**src/rtl/bp_mem_cmd_arb.sv**
```systemverilog
// Two-requester memory command arbiter (proc = 0, loader = 1) with round-robin grant.
// Responses are steered back in order using a FIFO of requester IDs.
package bp_mem_cmd_arb_pkg;
  typedef enum logic [1:0] {
    e_bp_softcore_cfg,
    e_bp_unicore_cfg,
    e_bp_multicore_1_cfg
  } bp_params_e;

  function automatic int mem_msg_width(bp_params_e cfg);
    case (cfg)
      e_bp_softcore_cfg: return 128;
      default:           return 576;
    endcase
  endfunction
endpackage

module bp_mem_cmd_arb
  import bp_mem_cmd_arb_pkg::*;
#(
  parameter bp_params_e bp_params_p = e_bp_softcore_cfg,
  parameter int max_outstanding_p = 4,
  localparam int cce_mem_msg_width_lp = mem_msg_width(bp_params_p),
  localparam int cnt_width_lp = $clog2(max_outstanding_p + 1)
) (
  input  logic                                 clk_i,
  input  logic                                 reset_i,
  input  logic [1:0][cce_mem_msg_width_lp-1:0] mem_cmd_i,
  input  logic [1:0]                           mem_cmd_v_i,
  output logic [1:0]                           mem_cmd_ready_o,
  output logic [1:0][cce_mem_msg_width_lp-1:0] mem_resp_o,
  output logic [1:0]                           mem_resp_v_o,
  input  logic [1:0]                           mem_resp_yumi_i,
  output logic [cce_mem_msg_width_lp-1:0]      mem_cmd_o,
  output logic                                 mem_cmd_v_o,
  input  logic                                 mem_cmd_ready_i,
  input  logic [cce_mem_msg_width_lp-1:0]      mem_resp_i,
  input  logic                                 mem_resp_v_i,
  output logic                                 mem_resp_yumi_o,
  output logic [cnt_width_lp-1:0]              outstanding_o
);

  localparam int ptr_width_lp = $clog2(max_outstanding_p);

  logic                         last_winner_r;
  logic                         winner;
  logic [1:0]                   grant;
  logic                         full, empty, push, pop, head, resp_active;
  logic [ptr_width_lp-1:0]      rptr_r, wptr_r;
  logic [cnt_width_lp-1:0]      count_r;
  logic [max_outstanding_p-1:0] tag_r;

  assign full  = (count_r == cnt_width_lp'(max_outstanding_p));
  assign empty = (count_r == '0);

  // On a tie the requester that did not win last goes; otherwise the lone valid one.
  assign winner = (&mem_cmd_v_i) ? ~last_winner_r : mem_cmd_v_i[1];
  assign grant  = mem_cmd_v_i & (winner ? 2'b10 : 2'b01);

  assign mem_cmd_v_o     = (|mem_cmd_v_i) & ~full & ~reset_i;
  assign mem_cmd_ready_o = grant & {2{mem_cmd_ready_i & ~full & ~reset_i}};
  assign mem_cmd_o       = mem_cmd_i[winner];
  assign push            = mem_cmd_v_o & mem_cmd_ready_i;

  assign head        = tag_r[rptr_r];
  assign resp_active = ~empty & ~reset_i;

  always_comb begin
    mem_resp_v_o       = 2'b00;
    mem_resp_v_o[head] = mem_resp_v_i & resp_active;
  end

  assign mem_resp_o      = {mem_resp_i, mem_resp_i};
  assign mem_resp_yumi_o = resp_active & mem_resp_yumi_i[head];
  assign pop             = mem_resp_yumi_o;
  assign outstanding_o   = count_r;

  // Full blocks issue outright, so push and pop never race on the last slot.
  always_ff @(posedge clk_i) begin
    if (reset_i) begin
      last_winner_r <= 1'b1;
      rptr_r        <= '0;
      wptr_r        <= '0;
      count_r       <= '0;
    end else begin
      if (push) begin
        wptr_r        <= wptr_r + ptr_width_lp'(1);
        last_winner_r <= winner;
      end
      if (pop) rptr_r <= rptr_r + ptr_width_lp'(1);
      count_r <= count_r + cnt_width_lp'(push) - cnt_width_lp'(pop);
    end
  end

  always_ff @(posedge clk_i) begin
    if (push) tag_r[wptr_r] <= winner;
  end

`ifndef SYNTHESIS
  always_ff @(posedge clk_i) begin
    if (!reset_i) begin
      assert (!(mem_resp_v_i && empty))
        else $error("bp_mem_cmd_arb: memory response with no command in flight");
      assert ((mem_resp_yumi_i & ~mem_resp_v_o) == 2'b00)
        else $error("bp_mem_cmd_arb: requester consumed a response that was not offered");
    end
  end
`endif

endmodule

```
**config.mk**
```make
export PLATFORM = sky130hd
export DESIGN_NAME = bp_mem_cmd_arb
export DESIGN_NICKNAME = d
export VERILOG_FILES = /design/src/rtl/bp_mem_cmd_arb.sv
export SDC_FILE = /design/constraint.sdc
export NUM_CORES = 1
export LEC_CHECK = 0
export CAP_MARGIN = 25
export CORE_AREA = 2 2 307 309
export CTS_CLUSTER_SIZE = 14
export DETAILED_ROUTE_END_ITERATION = 8
export DIE_AREA = 0 0 309 311
export GPL_TIMING_DRIVEN = 1
export HOLD_SLACK_MARGIN = 0.15
export PLACE_DENSITY_LB_ADDON = 0.1
export SLEW_MARGIN = 20
export SYNTH_ARGS = -nofsm -noshare
export SYNTH_HDL_FRONTEND = slang
export SYNTH_SLANG_ARGS = --single-unit
```
**constraint.sdc**
```tcl
create_clock -name clk_i -period 5.5 [get_ports clk_i]
set_input_delay 0.55 -clock clk_i [delete_from_list [all_inputs] [get_ports clk_i]]
set_output_delay 0.55 -clock clk_i [all_outputs]
set_load 0.03 [all_outputs]
```
==> results.rst <==
.. list-table::
   :header-rows: 1

   * - Metric
     - Value
   * - Number of cells produced by synthesis
     - 461
   * - Num ports
     - 785
   * - Sinks on Clock Net
     - 12
   * - Vias per cell
     - 1.94
   * - Clock Tree Root
     - sky130_fd_sc_hd__clkbuf_16
   * - Utilization after layout
     - 0.0846
   * - Cell internal power dissipation
     - 653 uW
   * - Overall die width
     - 309 um
   * - Std-Cell Rows
     - 112
   * - Via Count
     - 3,603
   * - First-pass GRT wire length
     - 31,500 um
   * - Worst setup SP type
     - primary input
   * - RSZ-0062 raised after global routing
     - no
   * - Final-report max-slew violation count
     - 0
   * - Setup violators final
     - 0
   * - Top library cells by usage in the layout, fill and taps aside
     - 400 x sky130_fd_sc_hd__clkdlybuf4s50_1, 128 x sky130_fd_sc_hd__mux2_2, 8 x sky130_fd_sc_hd__dfxtp_1
   * - Max transition margin
     - 0.414
   * - Number of cells upsized or downsized after cts
     - 0
   * - Remaining antenna violation count
     - 0
   * - Depth of the worst hold-timing path
     - 2
   * - Synthesis Warnings
     - 0
   * - Clock-pin slew on the worst setup and hold paths
     - 50 ps
   * - Mean Syn Cell Area
     - 8.93 sq um
   * - Max cap viols
     - 0
   * - Initial cell density of the core
     - 0.0444
   * - Sequential cell area fraction in the yosys report
     - 0.0680
   * - Remaining design rule violation count
     - 0
   * - Layout-stage area growth over the synthesis result
     - 90.6%
   * - Share of cells above drive strength 1
     - 0.234
   * - Area enclosed by the die boundary
     - 96,100 sq um
   * - Final clock period utilization by the worst path
     - 0.666
   * - Routability-driven placement congestion ratio
     - 0.718
   * - Maximum number of pins on one net before global-route repair
     - 64
   * - Critical register-to-register path endpoint
     - outstanding_o[2]
   * - Category of the critical setup timing path
     - primary input to primary output
   * - Hold Crit Start
     - rptr_r[1]
   * - Worst voltage drop across the vdd grid
     - 0.0000632 V
   * - DP Wirelength
     - 21,400 um
   * - Combinational share of power
     - 0.761
   * - Required time reported for the critical path endpoint
     - 4950 ps
   * - Net count of the mapped netlist
     - 860
   * - Start point of the critical path
     - mem_cmd_v_i[1]
   * - End point of the worst hold path
     - rptr_r[1]
   * - Net Sw Frac
     - 0.421
   * - Worst Skew
     - 11.6 ps
   * - Post-layout nets
     - 998
   * - Initial antenna violation count
     - 6
   * - Total clock buffers created by CTS
     - 3
   * - Global route total overflow
     - 0
   * - Chip Height
     - 311 um
   * - Outcome
     - completed
   * - DRT Wirelength
     - 24,100 um
   * - Transition at the pin with the smallest max-transition slack
     - 872 ps
   * - Sum of negative setup slack
     - 0 ps
   * - Minimum setup slack among reg-to-reg paths
     - 2560 ps
   * - GR Util All Layers
     - 0.0463
   * - Minimum clock period
     - 3660 ps
   * - Max Fclk
     - 273 MHz
   * - Initial drt markers
     - 44
   * - Post-cts hold buffer count
     - 0
   * - Final number of hold-violating endpoints
     - 0
   * - DRT Pass-1 Iters
     - 3
   * - Via count of the first global-routing pass
     - 4,060
   * - Worst reg2reg startpoint
     - rptr_r[0]
   * - Core outline area
     - 92,800 sq um
   * - TritonCTS clock tree
     - built
   * - Most common cell after layout, fill and taps aside
     - sky130_fd_sc_hd__clkdlybuf4s50_1
   * - Average wire per cell in the routed design
     - 13.0 um
   * - Mapped Area
     - 4120 sq um
   * - IO buf count
     - 400
   * - Worst hold path type
     - register to register
   * - Total power draw
     - 1.13 mW
   * - Endpoint class of the critical path
     - primary output
   * - Static Leak
     - 2.39 nW
   * - Clk Latency, worst-skew pair
     - 250 ps
   * - Seq pwr share
     - 0.109
   * - Arrival time at the worst endpoint
     - 3110 ps
   * - Worst Path Max Fanout
     - 55
   * - Worst-case clock buffer depth
     - 2
   * - Postcts setup bufs
     - 0
   * - Number of H-tree branching levels
     - 1
   * - Number of cells traversed by the worst register-to-register path
     - 11
   * - Count of different cell masters after synthesis
     - 29
   * - Sw power
     - 474 uW
   * - Flip-flop and latch count after synthesis
     - 12
   * - Total power per unit cell area
     - 144 nW/um^2
   * - Clock network fraction of total power
     - 0.130
   * - Fill cell instance count of the final layout
     - 10,900
## stage by stage
stage / hold WS (ps) / area (sq um) / cells / worst slack, ps
after floorplan: 441 / 4120 / 461 / 2300
after global placement: 493 / 7760 / 1848 / 1770
after detailed placement: 486 / 7760 / 1848 / 1760
after CTS: 493 / 7840 / 1852 / 1750
after global routing: 550 / 7850 / 1853 / 1700
final: 491 / 7850 / 1854 / 1840
## Yosys cell counts, drive strengths merged
library cell | count | share of area
nor2b | 1 | 0.0015
edfxtp | 4 | 0.029
nor2 | 6 | 0.0055
xor2 | 1 | 0.0021
fa | 1 | 0.0049
xnor2 | 2 | 0.0043
a21oi | 2 | 0.0024
and3b | 1 | 0.0021
clkbuf | 1 | 0.00091
mux2 | 128 | 0.35
a21boi | 1 | 0.0018
or4 | 1 | 0.0018
ha | 6 | 0.018
o31ai | 1 | 0.0018
mux4 | 1 | 0.0055
and4bb | 1 | 0.0030
nor4b | 2 | 0.0079
a211oi | 1 | 0.0018
buf | 270 | 0.48
nor3 | 3 | 0.0036
dfxtp | 8 | 0.039
nor3b | 2 | 0.0036
or3 | 1 | 0.0015
inv | 6 | 0.0055
mux2i | 4 | 0.0097
o21ai | 1 | 0.0012
and2 | 5 | 0.0076
## worst max path at each step
stage / to / slack [ps] / cells past startpoint
after CTS: mem_cmd_o[9] / 1750 / 5
final: mem_cmd_o[9] / 1840 / 5
after global placement: mem_cmd_o[4] / 1770 / 5
after global routing: mem_cmd_o[9] / 1700 / 5
after detailed placement: mem_cmd_o[4] / 1760 / 5
after floorplan: outstanding_o[2] / 2300 / 11
## logic make-up (layout without fill, tap and decap cells)
logic type | Yosys count | after routing | synth area share
buffers and inverters | 277 | 414 | 0.490
muxes | 133 | 133 | 0.365
and+or+nand+nor | 23 | 23 | 0.0383
DFF | 12 | 12 | 0.0680
adders and majority gates | 7 | 7 | 0.0231
AOI/OAI and AO/OA | 6 | 6 | 0.00911
xor gates and xnor gates | 3 | 3 | 0.00638
other | 0 | 2 | 0
## power by group through the flow
| stage | clock network (mW) | logic (mW) | registers [mW] |
|---|---|---|---|
| 2_1_floorplan | 0 | 0.744 | 0.134 |
| 3_3_place_gp | 0 | 0.885 | 0.126 |
| 3_5_place_dp | 0 | 0.873 | 0.126 |
| 4_1_cts | 0.161 | 0.877 | 0.124 |
| 5_1_grt | 0.164 | 0.912 | 0.127 |
| 6_report | 0.146 | 0.858 | 0.123 |
## area by class of cell
class	count	area (sq um)	share of cell area
clock buffer	3	75.1	0.00956
multi-input combinational	172	1840	0.234
antenna	2	5.00	0.000637
tap	1254	1570	0.200
clock inverter	1	3.75	0.000478
inverter	6	22.5	0.00287
sequential	12	280	0.0357
timing repair buffer	404	4060	0.517
## layer usage
| layer | global-route usage | up-vias | wire (um) |
|---|---|---|---|
| met1 | 0.0461 | 1568 | 8480 |
| li1 | - | 1554 | - |
| met5 | 0.00758 | - | 52 |
| met4 | 0.0103 | 8 | 378 |
| met2 | 0.0751 | 428 | 10700 |
| met3 | 0.0356 | 45 | 4430 |
## sequential cells by signal (all words and copies together), names as in the netlist
signal         flops
tag_r              4
outstanding_o      3
rptr_r             2
wptr_r             2
last_winner_r      1
## critical path, cell delays in order
cell	delay, ps
sky130_fd_sc_hd__clkdlybuf4s50_1	550
sky130_fd_sc_hd__a21boi_4	520
sky130_fd_sc_hd__buf_12	340
sky130_fd_sc_hd__mux2_2	390
sky130_fd_sc_hd__clkdlybuf4s50_1	620
Power figures use the tool's default switching activity.
